### config.mk
export PLATFORM = sky130hd
export DESIGN_NAME = branch_predictor_flat
export DESIGN_NICKNAME = d
export VERILOG_FILES = /design/src/rtl/branch_predictor_if.sv /design/src/rtl/branch_predictor.sv /design/src/flat_wrapper.sv
export SDC_FILE = /design/constraint.sdc
export NUM_CORES = 2
export LEC_CHECK = 0
export ABC_CLOCK_PERIOD_IN_PS = 6500
export BUFFER_PORTS_ARGS = -buffer_cell sky130_fd_sc_hd__buf_2
export CAP_MARGIN = 20
export CORE_MARGIN = 2
export CORE_UTILIZATION = 50
export CTS_BUF_LIST = sky130_fd_sc_hd__clkbuf_16
export DETAILED_ROUTE_END_ITERATION = 10
export PLACE_DENSITY = 0.7
export SYNTH_ARGS = -nofsm -noshare
export SYNTH_HDL_FRONTEND = slang
export SYNTH_SLANG_ARGS = --single-unit
export TNS_END_PERCENT = 5
### constraint.sdc
create_clock -name clk -period 6.5 [get_ports clk]
set_clock_uncertainty 0.05 [all_clocks]
set_input_delay 0.325 -clock clk [delete_from_list [all_inputs] [get_ports clk]]
set_output_delay 0.325 -clock clk [all_outputs]
set_load 0.03 [all_outputs]
### src/rtl/branch_predictor_if.sv
`default_nettype none
// ---------------------------------------------------------------------------
// branch_predictor_if : fetch lookup, resolve/update and statistics bundle
// Rev 1.0
// ---------------------------------------------------------------------------
interface branch_predictor_if #(
    parameter int XLEN = 32
);
    logic [XLEN-1:0] pc_i;
    logic            pred_hit_o;
    logic            pred_taken_o;
    logic [XLEN-1:0] pred_target_o;
    logic            upd_valid_i;
    logic [XLEN-1:0] upd_pc_i;
    logic            upd_is_jal_i;
    logic            upd_taken_i;
    logic [XLEN-1:0] upd_target_i;
    logic            upd_mispred_i;
    logic            flush_i;
    logic [31:0]     stat_updates_o;
    logic [31:0]     stat_mispred_o;

    modport master (
        output pc_i, upd_valid_i, upd_pc_i, upd_is_jal_i, upd_taken_i,
               upd_target_i, upd_mispred_i, flush_i,
        input  pred_hit_o, pred_taken_o, pred_target_o,
               stat_updates_o, stat_mispred_o
    );

    modport slave (
        input  pc_i, upd_valid_i, upd_pc_i, upd_is_jal_i, upd_taken_i,
               upd_target_i, upd_mispred_i, flush_i,
        output pred_hit_o, pred_taken_o, pred_target_o,
               stat_updates_o, stat_mispred_o
    );
endinterface
`default_nettype wire

### src/rtl/branch_predictor.sv
`default_nettype none
// ---------------------------------------------------------------------------
// branch_predictor : direct-mapped BTB with saturating counters and stats
// Rev 1.0
// ---------------------------------------------------------------------------
module branch_predictor #(
    parameter int XLEN    = 32,
    parameter int ENTRIES = 16,
    parameter int CNT_W   = 2
) (
    input  logic              clk,
    input  logic              rst,
    branch_predictor_if.slave bp
);
    localparam int IDX_W = $clog2(ENTRIES);
    localparam int TAG_W = XLEN - IDX_W - 2;
    localparam logic [CNT_W-1:0] CNT_MAX     = {CNT_W{1'b1}};
    localparam logic [CNT_W-1:0] CNT_WEAK_NT = CNT_MAX >> 1;
    localparam logic [CNT_W-1:0] CNT_WEAK_T  = CNT_MAX ^ (CNT_MAX >> 1);
    localparam logic [CNT_W-1:0] CNT_ZERO    = '0;
    localparam logic [CNT_W-1:0] CNT_ONE     = 1;
    localparam logic [31:0]      STAT_MAX    = 32'hFFFF_FFFF;

    logic             valid_q  [ENTRIES];
    logic [TAG_W-1:0] tag_q    [ENTRIES];
    logic [XLEN-1:0]  target_q [ENTRIES];
    logic [CNT_W-1:0] cnt_q    [ENTRIES];
    logic [31:0]      stat_upd_q, stat_upd_d;
    logic [31:0]      stat_mis_q, stat_mis_d;

    logic [IDX_W-1:0] lk_idx;
    logic [TAG_W-1:0] lk_tag;
    logic             lk_hit;
    logic             lk_taken;

    logic [IDX_W-1:0] up_idx;
    logic [TAG_W-1:0] up_tag;
    logic             up_hit;
    logic             up_taken_eff;
    logic             up_write;
    logic [CNT_W-1:0] up_cnt_cur;
    logic [CNT_W-1:0] cnt_d;
    logic [XLEN-1:0]  target_d;

    logic unused_pc_bits;
    assign unused_pc_bits = ^{bp.pc_i[1:0], bp.upd_pc_i[1:0]};

    // Lookup reads the current table only; a same-cycle update is not bypassed.
    assign lk_idx   = bp.pc_i[IDX_W+1:2];
    assign lk_tag   = bp.pc_i[XLEN-1:IDX_W+2];
    assign lk_hit   = rst & valid_q[lk_idx] & (tag_q[lk_idx] == lk_tag);
    assign lk_taken = lk_hit & cnt_q[lk_idx][CNT_W-1];

    assign bp.pred_hit_o    = lk_hit;
    assign bp.pred_taken_o  = lk_taken;
    assign bp.pred_target_o = lk_taken ? target_q[lk_idx] : '0;
    assign bp.stat_updates_o = stat_upd_q;
    assign bp.stat_mispred_o = stat_mis_q;

    assign up_idx       = bp.upd_pc_i[IDX_W+1:2];
    assign up_tag       = bp.upd_pc_i[XLEN-1:IDX_W+2];
    assign up_hit       = valid_q[up_idx] & (tag_q[up_idx] == up_tag);
    assign up_taken_eff = bp.upd_is_jal_i | bp.upd_taken_i;
    assign up_write     = up_hit | up_taken_eff;
    assign up_cnt_cur   = cnt_q[up_idx];

    always_comb begin
        cnt_d    = up_cnt_cur;
        target_d = up_taken_eff ? bp.upd_target_i : target_q[up_idx];
        if (bp.upd_is_jal_i) begin
            cnt_d = CNT_MAX;
        end else if (!up_hit) begin
            cnt_d = CNT_WEAK_T;
        end else if (bp.upd_taken_i) begin
            cnt_d = (up_cnt_cur == CNT_MAX) ? up_cnt_cur : up_cnt_cur + CNT_ONE;
        end else begin
            cnt_d = (up_cnt_cur == CNT_ZERO) ? up_cnt_cur : up_cnt_cur - CNT_ONE;
        end
    end

    always_comb begin
        stat_upd_d = (stat_upd_q == STAT_MAX) ? stat_upd_q : stat_upd_q + 32'd1;
        stat_mis_d = stat_mis_q;
        if (bp.upd_mispred_i && stat_mis_q != STAT_MAX) begin
            stat_mis_d = stat_mis_q + 32'd1;
        end
    end

    always_ff @(posedge clk) begin
        if (!rst) begin
            for (int i = 0; i < ENTRIES; i++) begin
                valid_q[i]  <= 1'b0;
                tag_q[i]    <= '0;
                target_q[i] <= '0;
                cnt_q[i]    <= CNT_WEAK_NT;
            end
            stat_upd_q <= '0;
            stat_mis_q <= '0;
        end else if (bp.flush_i) begin
            for (int i = 0; i < ENTRIES; i++) begin
                valid_q[i] <= 1'b0;
                cnt_q[i]   <= CNT_WEAK_NT;
            end
        end else if (bp.upd_valid_i) begin
            stat_upd_q <= stat_upd_d;
            stat_mis_q <= stat_mis_d;
            // A not-taken conditional that misses leaves the table untouched.
            if (up_write) begin
                valid_q[up_idx]  <= 1'b1;
                tag_q[up_idx]    <= up_tag;
                target_q[up_idx] <= target_d;
                cnt_q[up_idx]    <= cnt_d;
            end
        end
    end
endmodule
`default_nettype wire

### src/flat_wrapper.sv
// flat-port wrapper written by rule: the top's interface ports become plain ports
module branch_predictor_flat 
#(
    parameter int XLEN    = 32,
    parameter int ENTRIES = 16,
    parameter int CNT_W   = 2
)
  (clk, rst, bp_pc_i, bp_upd_valid_i, bp_upd_pc_i, bp_upd_is_jal_i, bp_upd_taken_i, bp_upd_target_i, bp_upd_mispred_i, bp_flush_i, bp_pred_hit_o, bp_pred_taken_o, bp_pred_target_o, bp_stat_updates_o, bp_stat_mispred_o);
  branch_predictor_if #(.XLEN(XLEN)) bp_i ();
  input  logic clk;
  input  logic rst;
  input wire logic [$bits(bp_i.pc_i)-1:0] bp_pc_i;
  input wire logic [$bits(bp_i.upd_valid_i)-1:0] bp_upd_valid_i;
  input wire logic [$bits(bp_i.upd_pc_i)-1:0] bp_upd_pc_i;
  input wire logic [$bits(bp_i.upd_is_jal_i)-1:0] bp_upd_is_jal_i;
  input wire logic [$bits(bp_i.upd_taken_i)-1:0] bp_upd_taken_i;
  input wire logic [$bits(bp_i.upd_target_i)-1:0] bp_upd_target_i;
  input wire logic [$bits(bp_i.upd_mispred_i)-1:0] bp_upd_mispred_i;
  input wire logic [$bits(bp_i.flush_i)-1:0] bp_flush_i;
  output wire logic [$bits(bp_i.pred_hit_o)-1:0] bp_pred_hit_o;
  output wire logic [$bits(bp_i.pred_taken_o)-1:0] bp_pred_taken_o;
  output wire logic [$bits(bp_i.pred_target_o)-1:0] bp_pred_target_o;
  output wire logic [$bits(bp_i.stat_updates_o)-1:0] bp_stat_updates_o;
  output wire logic [$bits(bp_i.stat_mispred_o)-1:0] bp_stat_mispred_o;
  assign bp_i.pc_i = bp_pc_i;
  assign bp_i.upd_valid_i = bp_upd_valid_i;
  assign bp_i.upd_pc_i = bp_upd_pc_i;
  assign bp_i.upd_is_jal_i = bp_upd_is_jal_i;
  assign bp_i.upd_taken_i = bp_upd_taken_i;
  assign bp_i.upd_target_i = bp_upd_target_i;
  assign bp_i.upd_mispred_i = bp_upd_mispred_i;
  assign bp_i.flush_i = bp_flush_i;
  assign bp_pred_hit_o = bp_i.pred_hit_o;
  assign bp_pred_taken_o = bp_i.pred_taken_o;
  assign bp_pred_target_o = bp_i.pred_target_o;
  assign bp_stat_updates_o = bp_i.stat_updates_o;
  assign bp_stat_mispred_o = bp_i.stat_mispred_o;
  branch_predictor #(.XLEN(XLEN), .ENTRIES(ENTRIES), .CNT_W(CNT_W)) u_core (.clk(clk), .rst(rst), .bp(bp_i));
endmodule
==> flow_metrics.py <==
metrics = {
    "layout": {
        "fin_util": 0.558,
        "final_layout_size_suffix_gt1_frac": 0.299,
        "seqCellArea_mm2": 0.0304,
        "syn_to_final_growth_pct": 10.7,
        "design_area_mm2": 0.0588,
        "n_fill_cell": 8329,
        "fin_nets": 3717,
        "multi_input_area_mm2": 0.0208,
    },
    "power": {
        "leakage_uw": 0.0219,
        "p_comb_frac": 0.099,
        "p_sw_uw": 3780,
        "power_density_mw_per_mm2": 264,
        "sw_frac_of_total": 0.244,
        "ir_drop_mv": 0.227,
        "pwr-share-seq": 0.501,
        "totalPowerFinal_uw": 15500,
        "p_clk_frac": 0.401,
        "p_int_uw": 11700,
    },
    "yosys": {
        "synth-simple-area-share": 0.105,
        "synth_top_flop_cell": "edfxtp_1",
        "netlist_area_mm2": 0.0531,
        "synth_xor_area_frac": 0.0157,
        "synth_nets": 3705,
        "synth_compound_area_frac": 0.0834,
        "synth.distinct_cells": 73,
        "synth_warnings": 0,
        "synth_top_family_by_area": "multiplexers",
        "ys_seq_elements": 1040,
        "synth_seq_area_share": 0.573,
        "muxShareOfSynthArea": 0.184,
        "synthArstFlopShare": 0,
        "synth_area_per_cell_um2": 14.8,
        "synth-adder-area-share": 0.000848,
        "synth_enable_flop_cells": 960,
        "synthCells": 3600,
    },
    "critical_path": {
        "critPathKind": "input pin to output pin",
        "worstPathMaxFanout": 50,
        "cp-start-kind": "input pin",
        "r2r-start": "u_core.tag_q[2][2]",
        "r2r_cells": 9,
        "cp_data_required_time_ps": 6120,
        "cp.arrival_ps": 4660,
        "startpoint": "bp_pc_i[2]",
        "cp-end-kind": "output pin",
    },
    "drt": {
        "drtIter0Drc": 5335,
        "drt-total-wl_um": 164000,
        "wl_per_cell_um": 32.2,
        "detail-route-antenna-nets": 0,
        "num_vias": 35200,
        "drc": 24,
        "drt-pass1-iter-count": 10,
        "routed_via_density": 6.90,
    },
    "placement": {
        "place.gp.congestion": 0.927,
        "port_buffers": 196,
        "post_dp_cell_area_mm2": 0.0552,
        "hpwl_um": 92600,
    },
    "run": {
        "maxCapViolCount": 0,
    },
    "timing": {
        "tightest_slew_ps": 1090,
        "setup_tns_ps": 0,
        "finalHoldViolCount": 0,
        "holdWs_ps": 42.5,
        "period_needed_ps": 5040,
        "drv_slew": 0,
        "relSlewSlack": 0.272,
        "max_freq_ghz": 0.198,
        "setup_viol": 0,
        "fin_crit_sh": 0.775,
        "rsz0062_at_grt": "false",
    },
    "floorplan": {
        "die_width_um": 330,
        "io_pins": 201,
        "core-area_mm2": 0.105,
        "start_util": 0.504,
        "fp.dieH_um": 330,
        "rows": 119,
        "dieArea_mm2": 0.109,
    },
    "global_routing": {
        "grt_pass1_wl_um": 239000,
        "grt_start_max_net_pins": 91,
        "grt_pass1_vias": 34878,
        "antenna_found_initial": 8,
        "grt_overflow": 0,
        "track_usage": 0.301,
    },
    "clock_tree": {
        "cts_root_buf": "clkbuf_16",
        "clk_pin_slew_ps": 70,
        "clock_path_buffers": 3,
        "clk_latency_ps": 730,
        "cts_max_level": 3,
        "cts_tree": "done",
        "cts_buffers": 109,
        "cts_sinks": 1040,
    },
    "hold_path": {
        "hp-class": "input pin to register",
        "whs_path_depth": 2,
        "min_from": "bp_upd_target_i[21]",
    },
    "outcome": {
        "status": "finished with violations",
        "violations": "design-rule violations",
    },
}
==> power by group through the flow <==
| stage | logic [µW] | clock network [µW] | registers, µW |
|---|---|---|---|
| after floorplan | 988 | 0 | 7840 |
| after global placement | 1480 | 0 | 7880 |
| after detailed placement | 1490 | 0 | 7900 |
| after CTS | 1500 | 6240 | 7760 |
| after global routing | 1580 | 6500 | 7790 |
| final | 1530 | 6220 | 7770 |
==> stage by stage <==
stage          cells  worst slack (ps)
3_5_place_dp    4884              1280
6_report        5104              1460
5_1_grt         5098              1300
3_3_place_gp    4884              1260
2_1_floorplan   3600              2190
4_1_cts         5090              1540
==> area by class of cell <==
| class | instances | share of cell area |
|---|---|---|
| sequential | 1040 | 0.517 |
| clock buffer | 109 | 0.0464 |
| inverter | 29 | 0.00185 |
| tap | 1391 | 0.0296 |
| timing repair buffer | 322 | 0.0371 |
| antenna | 11 | 0.000468 |
| clock inverter | 92 | 0.0133 |
| multi-input combinational | 2110 | 0.354 |
==> critical path, stage by stage <==
cell and delay [ps]:
buf_8 460, buf_4 470, mux4_2 600, mux4_2 500
xor2_1 280, nor4_1 710, nand4_1 160, buf_4 210
nand2b_2 200, buf_4 250, nor2b_1 180, buf_2 210
==> synthesized netlist by cell type (14+ instances only) <==
cell type,count,area share
edfxtp_1,960,0.54
and3_1,520,0.061
mux4_2,378,0.16
clkbuf_1,314,0.022
a21boi_0,116,0.016
a21oi_1,96,0.0090
a21boi_1,94,0.013
mux2i_1,92,0.017
nand2_1,89,0.0063
a21oi_2,88,0.015
nand3_1,88,0.0083
dfxtp_1,80,0.030
xnor2_1,65,0.011
a21boi_2,59,0.013
and2_1,53,0.0062
nor2b_1,51,0.0060
buf_6,37,0.0078
buf_1,32,0.0023
xor2_1,30,0.0049
nor2_1,28,0.0020
a22oi_1,24,0.0034
buf_2,24,0.0023
mux2_2,24,0.0051
nand4_1,24,0.0028
nor3_1,22,0.0021
o21ai_0,20,0.0019
inv_1,19,0.0013
or3_1,17,0.0020
o22ai_1,14,0.0016
or4_4,14,0.0030
==> registers in the layout, summed over array words and instances (netlist names) <==
signal and flops:
u_core.target_q 512, u_core.cnt_q 32, u_core.bp.stat_updates_o 32, u_core.tag_q 416, u_core.bp.stat_mispred_o 32, u_core.valid_q 16
==> metal layers <==
metal  track usage  routed length (µm)  vias up
met1         0.409               60900    17904
li1              -                   -    14268
met3        0.0700               19000      547
met4         0.136                8210        0
met5             0                   0        -
met2         0.466               76200     2481
==> logic make-up (layout without fill, tap and decap cells) <==
logic type	Yosys count	in the layout
DFF	1040	1040
muxes	496	496
and+or+nand+nor	939	939
AOI/OAI and AO/OA	576	576
adders and majority gates	4	4
buffers and inverters	450	552
other	0	11
xor gates and xnor gates	95	95
==> path summary, 6_finish.rpt <==
| kind | to | slack (ps) |
|---|---|---|
| worst max-delay path | bp_pred_target_o[9] | 1460 |
| worst min-delay path | u_core.target_q[1][21] | 40 |
| worst max register to register | u_core.tag_q[15][15] | 1790 |
| worst min register to register | u_core.valid_q[11] | 440 |
==> layout by cell type, fill, tap and decap left out, types with 20 or more instances in the layout <==
cell type,instances
nand3_1,72
nand2_2,32
nand4_1,24
xor2_1,30
buf_4,109
clkinv_1,38
clkbuf_16,109
a21boi_2,59
clkinv_2,24
edfxtp_1,960
and3_1,520
nor2b_1,48
inv_1,36
nand2_1,57
and2_1,52
a21boi_0,116
a22oi_1,24
dfxtp_1,80
mux2i_1,92
a21oi_2,88
a21oi_1,96
mux4_2,378
buf_2,189
nor3_1,21
o21ai_0,20
nor2_1,24
xnor2_1,65
mux2_2,24
a21boi_1,94
==> timing repair <==
action / CTS / global route
setup endpoints to repair: 0 / 0
gates resized for setup: 0 / 0
setup buffers: 0 / 0
hold buffers: 5 / 0
endpoints found under the hold margin: 27 / 0
Power figures use the tool's default switching activity.
